File: src/rtl/mm_tile_controller.sv
`default_nettype none
// ============================================================================
// Module      : mm_tile_controller
// Description : Sequences an SA_SIZE x SA_SIZE systolic array over an
//               MxK by KxN product. Generates A/B read addresses, PE
//               control strobes, and P write-back (optionally
//               read-modify-write) addresses. Supports abort.
// Revision    : 1.0 - initial parametrised release
// ============================================================================
module mm_tile_controller #(
    parameter int ADDR_WIDTH = 16,
    parameter int SA_SIZE    = 8,
    parameter int OUTPUT_LAT = 2
) (
    input  logic                       clk_i,
    input  logic                       rst_ni,
    input  logic                       start_i,
    input  logic                       abort_i,
    input  logic                       accum_i,
    input  logic [ADDR_WIDTH-1:0]      m_i,
    input  logic [ADDR_WIDTH-1:0]      k_i,
    input  logic [ADDR_WIDTH-1:0]      n_i,
    input  logic [ADDR_WIDTH-1:0]      base_addra_i,
    input  logic [ADDR_WIDTH-1:0]      base_addrb_i,
    input  logic [ADDR_WIDTH-1:0]      base_addrp_i,
    output logic                       busy_o,
    output logic                       valid_o,
    output logic                       pe_clr_o,
    output logic                       pe_we_o,
    output logic                       ensys_o,
    output logic                       bubble_o,
    output logic                       ena_o,
    output logic                       enb_o,
    output logic [ADDR_WIDTH-1:0]      addra_o,
    output logic [ADDR_WIDTH-1:0]      addrb_o,
    output logic                       enp_o,
    output logic                       wep_o,
    output logic [ADDR_WIDTH-1:0]      addrp_o,
    output logic [$clog2(SA_SIZE)-1:0] wordp_sel_o,
    output logic                       accum_o
);

    localparam int LOG2S  = $clog2(SA_SIZE);
    localparam int SR_LEN = SA_SIZE + OUTPUT_LAT;
    localparam logic [ADDR_WIDTH-1:0] S_LEN   = ADDR_WIDTH'(SA_SIZE);
    localparam logic [ADDR_WIDTH-1:0] S2_LEN  = ADDR_WIDTH'(2 * SA_SIZE);
    localparam logic [ADDR_WIDTH-1:0] ONE     = ADDR_WIDTH'(1);
    localparam logic [LOG2S:0]        S_WORDS = (LOG2S + 1)'(SA_SIZE);

    typedef enum logic [1:0] {M_IDLE = 2'd0, M_BUSY = 2'd1, M_DONE = 2'd2} main_state_e;
    typedef enum logic [1:0] {RD_IDLE = 2'd0, RD_BUSY = 2'd1, RD_DONE = 2'd2} rd_state_e;
    typedef enum logic [1:0] {WR_IDLE = 2'd0, WR_BURST = 2'd1, WR_DONE = 2'd2} wr_state_e;

    main_state_e main_q, main_d;
    rd_state_e   rd_state_q, rd_state_d;
    wr_state_e   wr_state_q, wr_state_d;

    // Latched run configuration
    logic                  acc_q, acc_d;
    logic [ADDR_WIDTH-1:0] m_q, m_d, k_q, k_d, n_q, n_d;
    logic [ADDR_WIDTH-1:0] base_a_q, base_a_d, base_b_q, base_b_d, base_p_q, base_p_d;

    // Reader counters: cycle within batch, row/column batch, row/column offsets (r*k, c*k)
    logic [ADDR_WIDTH-1:0] rd_j_q, rd_j_d, rd_r_q, rd_r_d, rd_c_q, rd_c_d;
    logic [ADDR_WIDTH-1:0] ra_off_q, ra_off_d, cb_off_q, cb_off_d;

    // Writer state: pe_we delay line, word index, RMW phase, column batch, word counter
    logic [SR_LEN-1:0]     sr_q, sr_d;
    logic [LOG2S-1:0]      idx_q, idx_d;
    logic                  ph_q, ph_d;
    logic [ADDR_WIDTH-1:0] col_q, col_d, p_q, p_d;
    logic                  burst_nxt;

    // Registered outputs
    logic                  pe_clr_q, pe_clr_d, pe_we_q, pe_we_d, ensys_q, ensys_d, bubble_q, bubble_d;
    logic                  ena_q, ena_d, enp_q, enp_d, wep_q, wep_d, accum_out_q, accum_out_d;
    logic [ADDR_WIDTH-1:0] addra_q, addra_d, addrb_q, addrb_d, addrp_q, addrp_d;
    logic [LOG2S-1:0]      wsel_q, wsel_d;

    // Derived run geometry
    logic                  zero_dim, clear;
    logic [ADDR_WIDTH-1:0] r_cnt, c_cnt, l_len;
    logic [LOG2S:0]        w_len;

    // Batch counts, batch length, burst width of the column batch being written, and sub-FSM clear
    always_comb begin
        zero_dim = (m_q == '0) || (k_q == '0) || (n_q == '0);
        r_cnt    = (m_q >> LOG2S) + ADDR_WIDTH'(|m_q[LOG2S-1:0]);
        c_cnt    = (n_q >> LOG2S) + ADDR_WIDTH'(|n_q[LOG2S-1:0]);
        l_len    = acc_q ? ((k_q > S2_LEN) ? k_q : S2_LEN) : ((k_q > S_LEN) ? k_q : S_LEN);
        w_len    = ((col_q == c_cnt - ONE) && (n_q[LOG2S-1:0] != '0)) ? {1'b0, n_q[LOG2S-1:0]} : S_WORDS;
        // Sub-FSMs only run while the main FSM is BUSY; an abort wipes them the next cycle
        clear    = (main_q == M_BUSY) ? abort_i : 1'b1;
    end

    // Main FSM and configuration latch
    always_comb begin
        main_d   = main_q;
        acc_d    = acc_q;
        m_d      = m_q;
        k_d      = k_q;
        n_d      = n_q;
        base_a_d = base_a_q;
        base_b_d = base_b_q;
        base_p_d = base_p_q;
        unique case (main_q)
            M_IDLE: if (start_i) begin
                main_d   = M_BUSY;
                acc_d    = accum_i;
                m_d      = m_i;
                k_d      = k_i;
                n_d      = n_i;
                base_a_d = base_addra_i;
                base_b_d = base_addrb_i;
                base_p_d = base_addrp_i;
            end
            M_BUSY: begin
                if (abort_i) main_d = M_IDLE;
                else if (zero_dim || (rd_state_q == RD_DONE && wr_state_q == WR_DONE)) main_d = M_DONE;
            end
            M_DONE: if (!start_i) main_d = M_IDLE;
            default: main_d = M_IDLE;
        endcase
    end

    // Reader: row-major batch walk, A/B addresses and PE strobes for the next cycle
    always_comb begin
        rd_state_d = rd_state_q;
        rd_j_d     = rd_j_q;
        rd_r_d     = rd_r_q;
        rd_c_d     = rd_c_q;
        ra_off_d   = ra_off_q;
        cb_off_d   = cb_off_q;
        unique case (rd_state_q)
            RD_IDLE: if (!zero_dim) begin
                rd_state_d = RD_BUSY;
                rd_j_d     = '0;
                rd_r_d     = '0;
                rd_c_d     = '0;
                ra_off_d   = '0;
                cb_off_d   = '0;
            end
            RD_BUSY: begin
                if (rd_j_q == l_len - ONE) begin
                    rd_j_d = '0;
                    if (rd_c_q == c_cnt - ONE) begin
                        rd_c_d   = '0;
                        cb_off_d = '0;
                        if (rd_r_q == r_cnt - ONE) begin
                            rd_state_d = RD_DONE;
                        end else begin
                            rd_r_d   = rd_r_q + ONE;
                            ra_off_d = ra_off_q + k_q;
                        end
                    end else begin
                        rd_c_d   = rd_c_q + ONE;
                        cb_off_d = cb_off_q + k_q;
                    end
                end else begin
                    rd_j_d = rd_j_q + ONE;
                end
            end
            RD_DONE: rd_state_d = RD_DONE;
            default: rd_state_d = RD_IDLE;
        endcase
        if (clear) begin
            rd_state_d = RD_IDLE;
            rd_j_d     = '0;
            rd_r_d     = '0;
            rd_c_d     = '0;
            ra_off_d   = '0;
            cb_off_d   = '0;
        end
        ena_d    = (rd_state_d == RD_BUSY) && (rd_j_d < k_q);
        addra_d  = ena_d ? base_a_q + ra_off_d + rd_j_d : '0;
        addrb_d  = ena_d ? base_b_q + cb_off_d + rd_j_d : '0;
        pe_we_d  = (rd_state_d == RD_BUSY) && (rd_j_d == k_q - ONE);
        pe_clr_d = !clear && (rd_state_q == RD_BUSY) && (rd_j_q == '0);
        bubble_d = !clear && (rd_state_q == RD_BUSY) && (rd_j_q >= k_q);
        ensys_d  = !clear && (rd_state_q == RD_BUSY);
    end

    // Writer: delayed pe_we pulses launch P bursts (plain write or read-then-write per word)
    always_comb begin
        sr_d       = {sr_q[SR_LEN-2:0], pe_we_q};
        wr_state_d = wr_state_q;
        idx_d      = idx_q;
        ph_d       = ph_q;
        col_d      = col_q;
        p_d        = p_q + ADDR_WIDTH'(wep_q);
        burst_nxt  = (wr_state_q == WR_BURST);
        if (wr_state_q == WR_BURST) begin
            if (acc_q && !ph_q) begin
                ph_d = 1'b1;
            end else begin
                ph_d = 1'b0;
                if ({1'b0, idx_q} == w_len - (LOG2S + 1)'(1)) begin
                    burst_nxt = 1'b0;
                    idx_d     = '0;
                    col_d     = (col_q == c_cnt - ONE) ? '0 : col_q + ONE;
                end else begin
                    idx_d = idx_q + LOG2S'(1);
                end
            end
        end
        // A new burst may start in the same cycle the previous one ends
        if (!burst_nxt && sr_q[SR_LEN-1]) begin
            burst_nxt = 1'b1;
            idx_d     = '0;
            ph_d      = 1'b0;
        end
        if (wr_state_q != WR_DONE) begin
            if (burst_nxt) wr_state_d = WR_BURST;
            else if (rd_state_q == RD_DONE && sr_q == '0) wr_state_d = WR_DONE;
            else wr_state_d = WR_IDLE;
        end
        if (clear) begin
            sr_d       = '0;
            wr_state_d = WR_IDLE;
            idx_d      = '0;
            ph_d       = 1'b0;
            col_d      = '0;
            p_d        = '0;
            burst_nxt  = 1'b0;
        end
        enp_d       = burst_nxt;
        wep_d       = burst_nxt && (!acc_q || ph_d);
        accum_out_d = burst_nxt && acc_q && ph_d;
        addrp_d     = burst_nxt ? base_p_q + p_d : '0;
        wsel_d      = burst_nxt ? idx_d : '0;
    end

    // State, counters and registered outputs
    always_ff @(posedge clk_i or negedge rst_ni) begin
        if (!rst_ni) begin
            main_q      <= M_IDLE;
            rd_state_q  <= RD_IDLE;
            wr_state_q  <= WR_IDLE;
            acc_q       <= 1'b0;
            m_q         <= '0;
            k_q         <= '0;
            n_q         <= '0;
            base_a_q    <= '0;
            base_b_q    <= '0;
            base_p_q    <= '0;
            rd_j_q      <= '0;
            rd_r_q      <= '0;
            rd_c_q      <= '0;
            ra_off_q    <= '0;
            cb_off_q    <= '0;
            sr_q        <= '0;
            idx_q       <= '0;
            ph_q        <= 1'b0;
            col_q       <= '0;
            p_q         <= '0;
            pe_clr_q    <= 1'b0;
            pe_we_q     <= 1'b0;
            ensys_q     <= 1'b0;
            bubble_q    <= 1'b0;
            ena_q       <= 1'b0;
            enp_q       <= 1'b0;
            wep_q       <= 1'b0;
            accum_out_q <= 1'b0;
            addra_q     <= '0;
            addrb_q     <= '0;
            addrp_q     <= '0;
            wsel_q      <= '0;
        end else begin
            main_q      <= main_d;
            rd_state_q  <= rd_state_d;
            wr_state_q  <= wr_state_d;
            acc_q       <= acc_d;
            m_q         <= m_d;
            k_q         <= k_d;
            n_q         <= n_d;
            base_a_q    <= base_a_d;
            base_b_q    <= base_b_d;
            base_p_q    <= base_p_d;
            rd_j_q      <= rd_j_d;
            rd_r_q      <= rd_r_d;
            rd_c_q      <= rd_c_d;
            ra_off_q    <= ra_off_d;
            cb_off_q    <= cb_off_d;
            sr_q        <= sr_d;
            idx_q       <= idx_d;
            ph_q        <= ph_d;
            col_q       <= col_d;
            p_q         <= p_d;
            pe_clr_q    <= pe_clr_d;
            pe_we_q     <= pe_we_d;
            ensys_q     <= ensys_d;
            bubble_q    <= bubble_d;
            ena_q       <= ena_d;
            enp_q       <= enp_d;
            wep_q       <= wep_d;
            accum_out_q <= accum_out_d;
            addra_q     <= addra_d;
            addrb_q     <= addrb_d;
            addrp_q     <= addrp_d;
            wsel_q      <= wsel_d;
        end
    end

    assign busy_o      = (main_q == M_BUSY);
    assign valid_o     = (main_q == M_DONE);
    assign pe_clr_o    = pe_clr_q;
    assign pe_we_o     = pe_we_q;
    assign ensys_o     = ensys_q;
    assign bubble_o    = bubble_q;
    assign ena_o       = ena_q;
    assign enb_o       = ena_q;
    assign addra_o     = addra_q;
    assign addrb_o     = addrb_q;
    assign enp_o       = enp_q;
    assign wep_o       = wep_q;
    assign addrp_o     = addrp_q;
    assign wordp_sel_o = wsel_q;
    assign accum_o     = accum_out_q;

endmodule
`default_nettype wire

File: config.mk
export PLATFORM = sky130hd
export DESIGN_NAME = mm_tile_controller
export DESIGN_NICKNAME = d
export VERILOG_FILES = /design/src/rtl/mm_tile_controller.sv
export SDC_FILE = /design/constraint.sdc
export NUM_CORES = 1
export LEC_CHECK = 0
export BUFFER_PORTS_ARGS = -buffer_cell sky130_fd_sc_hd__buf_4
export CORE_ASPECT_RATIO = 1.75
export CORE_MARGIN = 3
export CORE_UTILIZATION = 50
export DETAILED_ROUTE_END_ITERATION = 12
export PLACE_DENSITY = 0.77
export REMOVE_ABC_BUFFERS = 1
export SKIP_CTS_REPAIR_TIMING = 1
export SYNTH_ARGS = -nofsm -noshare
export SYNTH_HDL_FRONTEND = slang
export SYNTH_SLANG_ARGS = --single-unit
File: constraint.sdc
create_clock -name clk_i -period 9.4 [get_ports clk_i]
set_input_delay 0 -clock clk_i [delete_from_list [all_inputs] [get_ports clk_i]]
set_output_delay 0 -clock clk_i [all_outputs]
set_load 0.01 [all_outputs]
==> results.json, run 1 <==
{
  "outcome": "complete, but fails checks",
  "violations": "hold timing",
  "cap_violations": 0,
  "period_minus_slack_ps": 8580,
  "die_width_um": 152,
  "ys_seq_area_share_pct": 38.4,
  "worst_slack_ps": 818,
  "grt_pass1_vias": 16178,
  "hold_path_class": "input pin to async pin",
  "powerDensity_nw_per_um2": 161,
  "drv_slew": 0,
  "routedWlPerCell_um": 20.5,
  "synth_cell_types": 87,
  "synthToLayoutAreaGrowth_pct": 19.3,
  "async_reset_ff_share_pct": 100,
  "yosys_warnings": 0,
  "yosysMostFrequentCell": "dfrtp_1",
  "syn_inst": 1946,
  "design_area_um2": 22400,
  "drt_iter0_drc": 758,
  "drtPass1Iterations": 5,
  "fin_setup_tns_ps": 0,
  "layout_worst_path_cycle_share_pct": 91.3,
  "grt_pass1_wl_um": 85300,
  "dpl_worst_slack_ps": 776,
  "ys.flop_type": "dfrtp_1",
  "wl_um": 55000,
  "cpPeakStageDelay_ps": 700,
  "io_buffer_count": 162,
  "cp.required_ps": 9840,
  "clk_latency_ps": 560,
  "ys_top_cells_by_area": "dfrtp_1 38%, ha_1 8.5%, xnor2_1 6.8%",
  "ys_top_cells_by_count": "288 x dfrtp_1, 190 x nor2_1, 145 x xnor2_1",
  "die_y_um": 262,
  "vias": 15755,
  "grt_util_all_layers_pct": 26.3,
  "placed_cell_area_um2": 20400,
  "reg2reg_from": "k_q[14]$_DFFE_PN0P_",
  "core_area_um2": 36900,
  "avgSynthCellArea_um2": 9.65,
  "slowest_stage": "nor4_1",
  "htreeDepth": 1,
  "syn_area_um2": 18800,
  "dpl.hpwl_um": 41100,
  "clockBufferDepth": 3,
  "synth_area_leader_cell": "dfrtp_1",
  "viasPerCell": 5.89,
  "p_leak_nw": 10.1,
  "worstSetupPathType": "register to register",
  "synth_edf_count": 0,
  "start_util_pct": 50.9,
  "place_congestion": 0.977,
  "tritoncts": "yes",
  "arrival_ps": 9020,
  "whs_ps": -6.60,
  "ir_drop_mv": 0.153,
  "cts.sinks": 288,
  "grt_max_degree": 79,
  "max_slew_margin_pct": 27.0,
  "fin_util_pct": 60.7,
  "tightestPinTransition_ps": 1080,
  "cts-buffers-inserted": 28,
  "crit_path_start_kind": "register",
  "rsz0062_at_grt": "false",
  "crit_path_end_kind": "register",
  "antenna_found_initial": 0,
  "fin_skew_ps": 12.2,
  "drive_gt1_share_pct": 16.2,
  "io_pins": 163,
  "drc": 0,
  "die_area_um2": 40000,
  "synth.top_cell.area_share_pct": 38.4,
  "clk_pin_slew_ps": 70,
  "ant_nets": 0,
  "hold_violations": 2,
  "ys_ff_latch": 288,
  "worstPathMaxFanout": 26,
  "gr-total-overflow": 0,
  "worst_path_most_repeated_cell": "a21oi_1",
  "root_buffer": "clkbuf_16",
  "rows": 93,
  "startpoint": "k_q[14]$_DFFE_PN0P_",
  "clock.fmax_mhz": 117,
  "nets": 2431,
  "setup_viol": 0
}
-- placed cells by master, fill, tap and decap left out, drive strengths merged, types with 25 or more instances in the layout --
cell / count
dfrtp: 288
nand2: 112
ha: 128
nor3: 64
dlygate4sd3: 99
nor2: 190
a21oi: 108
inv: 84
xnor2: 145
o21ai: 83
o21bai: 25
mux2: 77
clkbuf: 33
xor2: 68
nand3: 61
nand4: 27
a31oi: 27
and3: 34
buf: 184
a21o: 30
-- area by class of cell --
| class | count | area [um^2] |
|---|---|---|
| well taps | 475 | 594 |
| multi-input cells | 1494 | 10900 |
| inverters | 84 | 315 |
| diodes | 1 | 2.50 |
| fillers | 3050 | 14500 |
| clock buffers | 33 | 781 |
| flip-flops and latches | 288 | 7210 |
| repair buffers | 283 | 2380 |
| clock inverters | 18 | 190 |
-- kinds of logic (layout without fill, tap and decap cells) --
logic type                 after synthesis  in the layout  synth area share [%]
buffers and inverters                  164            418                  3.53
AOI/OAI and AO/OA                      395            395                  14.2
DFF                                    288            288                  38.4
adders and majority gates              153            153                  11.1
muxes                                   89             89                  5.26
other                                    0              1                     0
and+or+nand+nor                        643            643                  17.5
xor gates and xnor gates               214            214                  10.1
-- routing by layer --
metal	vias up	wire (um)	global-route usage, %	share of wire [%]
met3	175	1800	2.54	3.3
li1	7403	-	-	-
met1	7756	19400	27.0	35
met2	421	30400	51.1	55
met5	-	0	0	0
met4	0	3460	15.0	6.3
-- path summary, 6_finish.rpt --
path / end / cells past startpoint / slack [ps]
min in group clk_i: sr_q[1]$_DFF_PN0_ / 4 / 30
max reg2reg: addrb_o[15]$_DFF_PN0_ / 31 / 820
max in group asynchronous: k_q[8]$_DFFE_PN0P_ / 4 / 7250
max: addrb_o[15]$_DFF_PN0_ / 31 / 820
min reg2reg: sr_q[1]$_DFF_PN0_ / 1 / 480
min: addrp_o[10]$_DFF_PN0_ / 2 / -7
-- worst max-delay path, delay by kind of cell (launching register included) --
| kind | cells | cell delay (ps) |
|---|---|---|
| AO/OA/AOI/OAI | 15 | 3860 |
| AND/OR/NAND/NOR | 7 | 1910 |
| adder cells (fa/ha/maj) | 4 | 1160 |
| XOR/XNOR | 4 | 710 |
| flip-flops | 1 | 500 |
| buffers and inverters | 1 | 290 |
-- where the power goes --
group / internal, mW / switching (mW) / leakage (nW) / total, mW
Clock: 0.678 / 0.511 / 0.462 / 1.19
Sequential: 1.35 / 0.154 / 3.80 / 1.50
Combinational: 0.418 / 0.494 / 5.81 / 0.913
Total: 2.44 / 1.16 / 10.1 / 3.60
-- stage by stage --
stage	std cells	total power [mW]
final	2676	3.60
after global routing	2675	3.79
after CTS	2576	3.59
after detailed placement	2525	2.39
after global placement	2525	2.37
after floorplan	1866	2.09
Power figures use the tool's default switching activity.
==> run 2, diff against run 1 <==
- CAP_MARGIN: default -> 40
- CORE_MARGIN: 3 -> 2
- CORE_UTILIZATION: 50 -> 40
- PLACE_DENSITY: 0.77 -> 0.65
==> run 2 against run 1 <==
The flow now finishes without violations. Sequential cell count unchanged. Combinational power increased by 3.2%. Clock power grew 13%. Core utilization is 12 points lower. Wire length up 5.9%. Global-route usage down 2.8 points. Clock skew is 11 ps higher. Fmax grew 2.4%. Sequential power hardly changed. Via count is 0.79% lower. First-iteration DRC count up 12%. Final cell count is 4.7% higher. Largest power group unchanged.
==> results.json, run 2 (synthesis gave the netlist of run 1 again) <==
{
  "p_sw_mw": 1.22,
  "clockBufferDepth": 3,
  "fin_setup_tns_ps": 0,
  "layout_worst_path_cycle_share_pct": 89.1,
  "gr-usage-met3_pct": 2.11,
  "gr-total-overflow": 0,
  "drc": 0,
  "htreeDepth": 1,
  "drive_gt1_share_pct": 16.6,
  "crit_family": "compound AO/OA/AOI/OAI gates",
  "antenna_found_initial": 0,
  "worst_path_most_repeated_cell": "a21oi_1",
  "period_minus_slack_ps": 8380,
  "final_common_cell": "dfrtp_1",
  "place_congestion": 0.947,
  "layout_common_cells": "288 x dfrtp_1, 189 x nor2_1, 187 x buf_4",
  "clk_pin_slew_ps": 70,
  "tritoncts": "yes",
  "fin_skew_ps": 23.0,
  "rsz0062_at_grt": "false",
  "io_pins": 163,
  "start_util_pct": 40.2,
  "design_area_um2": 22800,
  "crit_path_start_kind": "register",
  "seq_power_share_pct": 39.6,
  "p_leak_nw": 10.2,
  "tightestPinTransition_ps": 923,
  "nets": 2443,
  "diodes": 0,
  "routedWlPerCell_um": 20.8,
  "grt_pass1_wl_um": 89400,
  "die_y_um": 291,
  "clk_latency_ps": 600,
  "crit_path_end_kind": "register",
  "grt_pass1_vias": 15978,
  "multi_input_area_um2": 10900,
  "seq_area_um2": 7210,
  "die_area_um2": 48700,
  "worstPathMaxFanout": 10,
  "drt_iter0_drc": 846,
  "max_slew_margin_pct": 38.3,
  "die_width_um": 168,
  "comb_power_share_pct": 24.8,
  "dpl.hpwl_um": 44600,
  "hold_path_class": "input pin to async pin",
  "outcome": "completed",
  "viasPerCell": 5.58,
  "vias": 15631,
  "finalPower_mw": 3.79,
  "drtPass1Iterations": 5,
  "ir_drop_mv": 0.141,
  "core_area_um2": 46600,
  "cp.required_ps": 9850,
  "cpPeakStageDelay_ps": 790,
  "swShare_pct": 32.1,
  "met2_usage_pct": 46.8,
  "placed_cell_area_um2": 20700,
  "grt_util_all_layers_pct": 23.5,
  "clock_power_share_pct": 35.5,
  "num-fill-cells": 4388,
  "io_buffer_count": 162,
  "drv_slew": 0,
  "gr-max-usage-layer": "met2",
  "synthToLayoutAreaGrowth_pct": 21.6,
  "cts.sinks": 288,
  "root_buffer": "clkbuf_16",
  "powerDensity_nw_per_um2": 166,
  "ant_nets": 0,
  "rows": 105,
  "slowest_stage": "nor4_1",
  "crit_buf_inv": 0,
  "p_int_mw": 2.57,
  "arrival_ps": 8830,
  "cts-buffers-inserted": 30,
  "hold_violations": 0,
  "clock.fmax_mhz": 119,
  "wl_um": 58200,
  "setup_viol": 0,
  "grt_max_degree": 97,
  "worstSetupPathType": "register to register",
  "cap_violations": 0,
  "grt_use_met1_pct": 23.8
}
==> run 2: final timing paths <==
path | startpoint | endpoint | slack, ps | cells after the start
worst max-delay path | k_q[13]$_DFFE_PN0P_ | addrb_o[15]$_DFF_PN0_ | 1020 | 29
worst min-delay path | rst_ni | base_a_q[10]$_DFFE_PN0P_ | 10 | 2
worst max register to register | k_q[13]$_DFFE_PN0P_ | addrb_o[15]$_DFF_PN0_ | 1020 | 29
worst min register to register | sr_q[6]$_DFF_PN0_ | sr_q[7]$_DFF_PN0_ | 480 | 1
max in group asynchronous | rst_ni | m_q[6]$_DFFE_PN0P_ | 7540 | 6
min in group clk_i | abort_i | ph_q$_DFF_PN0_ | 10 | 5
==> run 2: final cells by class <==
type	count	share of cell area, %
clock buffer	33	3.43
clock inverter	22	1.39
inverter	84	1.38
multi-input combinational	1494	47.9
sequential	288	31.6
tap	588	3.22
timing repair buffer	293	11.0
==> run 2: power by group through the flow <==
| stage | Combinational [mW] | Sequential (mW) | Clock [mW] |
|---|---|---|---|
| floorplan | 0.613 | 1.48 | 0 |
| global placement | 0.887 | 1.52 | 0 |
| detailed placement | 0.908 | 1.53 | 0 |
| CTS | 0.913 | 1.51 | 1.38 |
| global route | 1.03 | 1.52 | 1.43 |
| finish | 0.942 | 1.50 | 1.35 |
==> run 2: metal layers <==
layer / share of wire [%] / wire (um)
met1: 36 / 20800
met2: 56 / 32600
met3: 3.0 / 1740
met4: 5.4 / 3130
met5: 0 / 0
==> run 2: stage by stage <==
stage | setup WS (ps) | std cells | hold slack [ps] | util, %
2_1_floorplan | 510 | 1866 | -296 | -
3_3_place_gp | 1080 | 2642 | 90.6 | 44.2
3_5_place_dp | 1080 | 2647 | 96.5 | 44.4
4_1_cts | 1060 | 2702 | -541 | 46.8
5_1_grt | 571 | 2802 | 19.1 | 48.9
6_report | 1020 | 2802 | 11.1 | 48.9
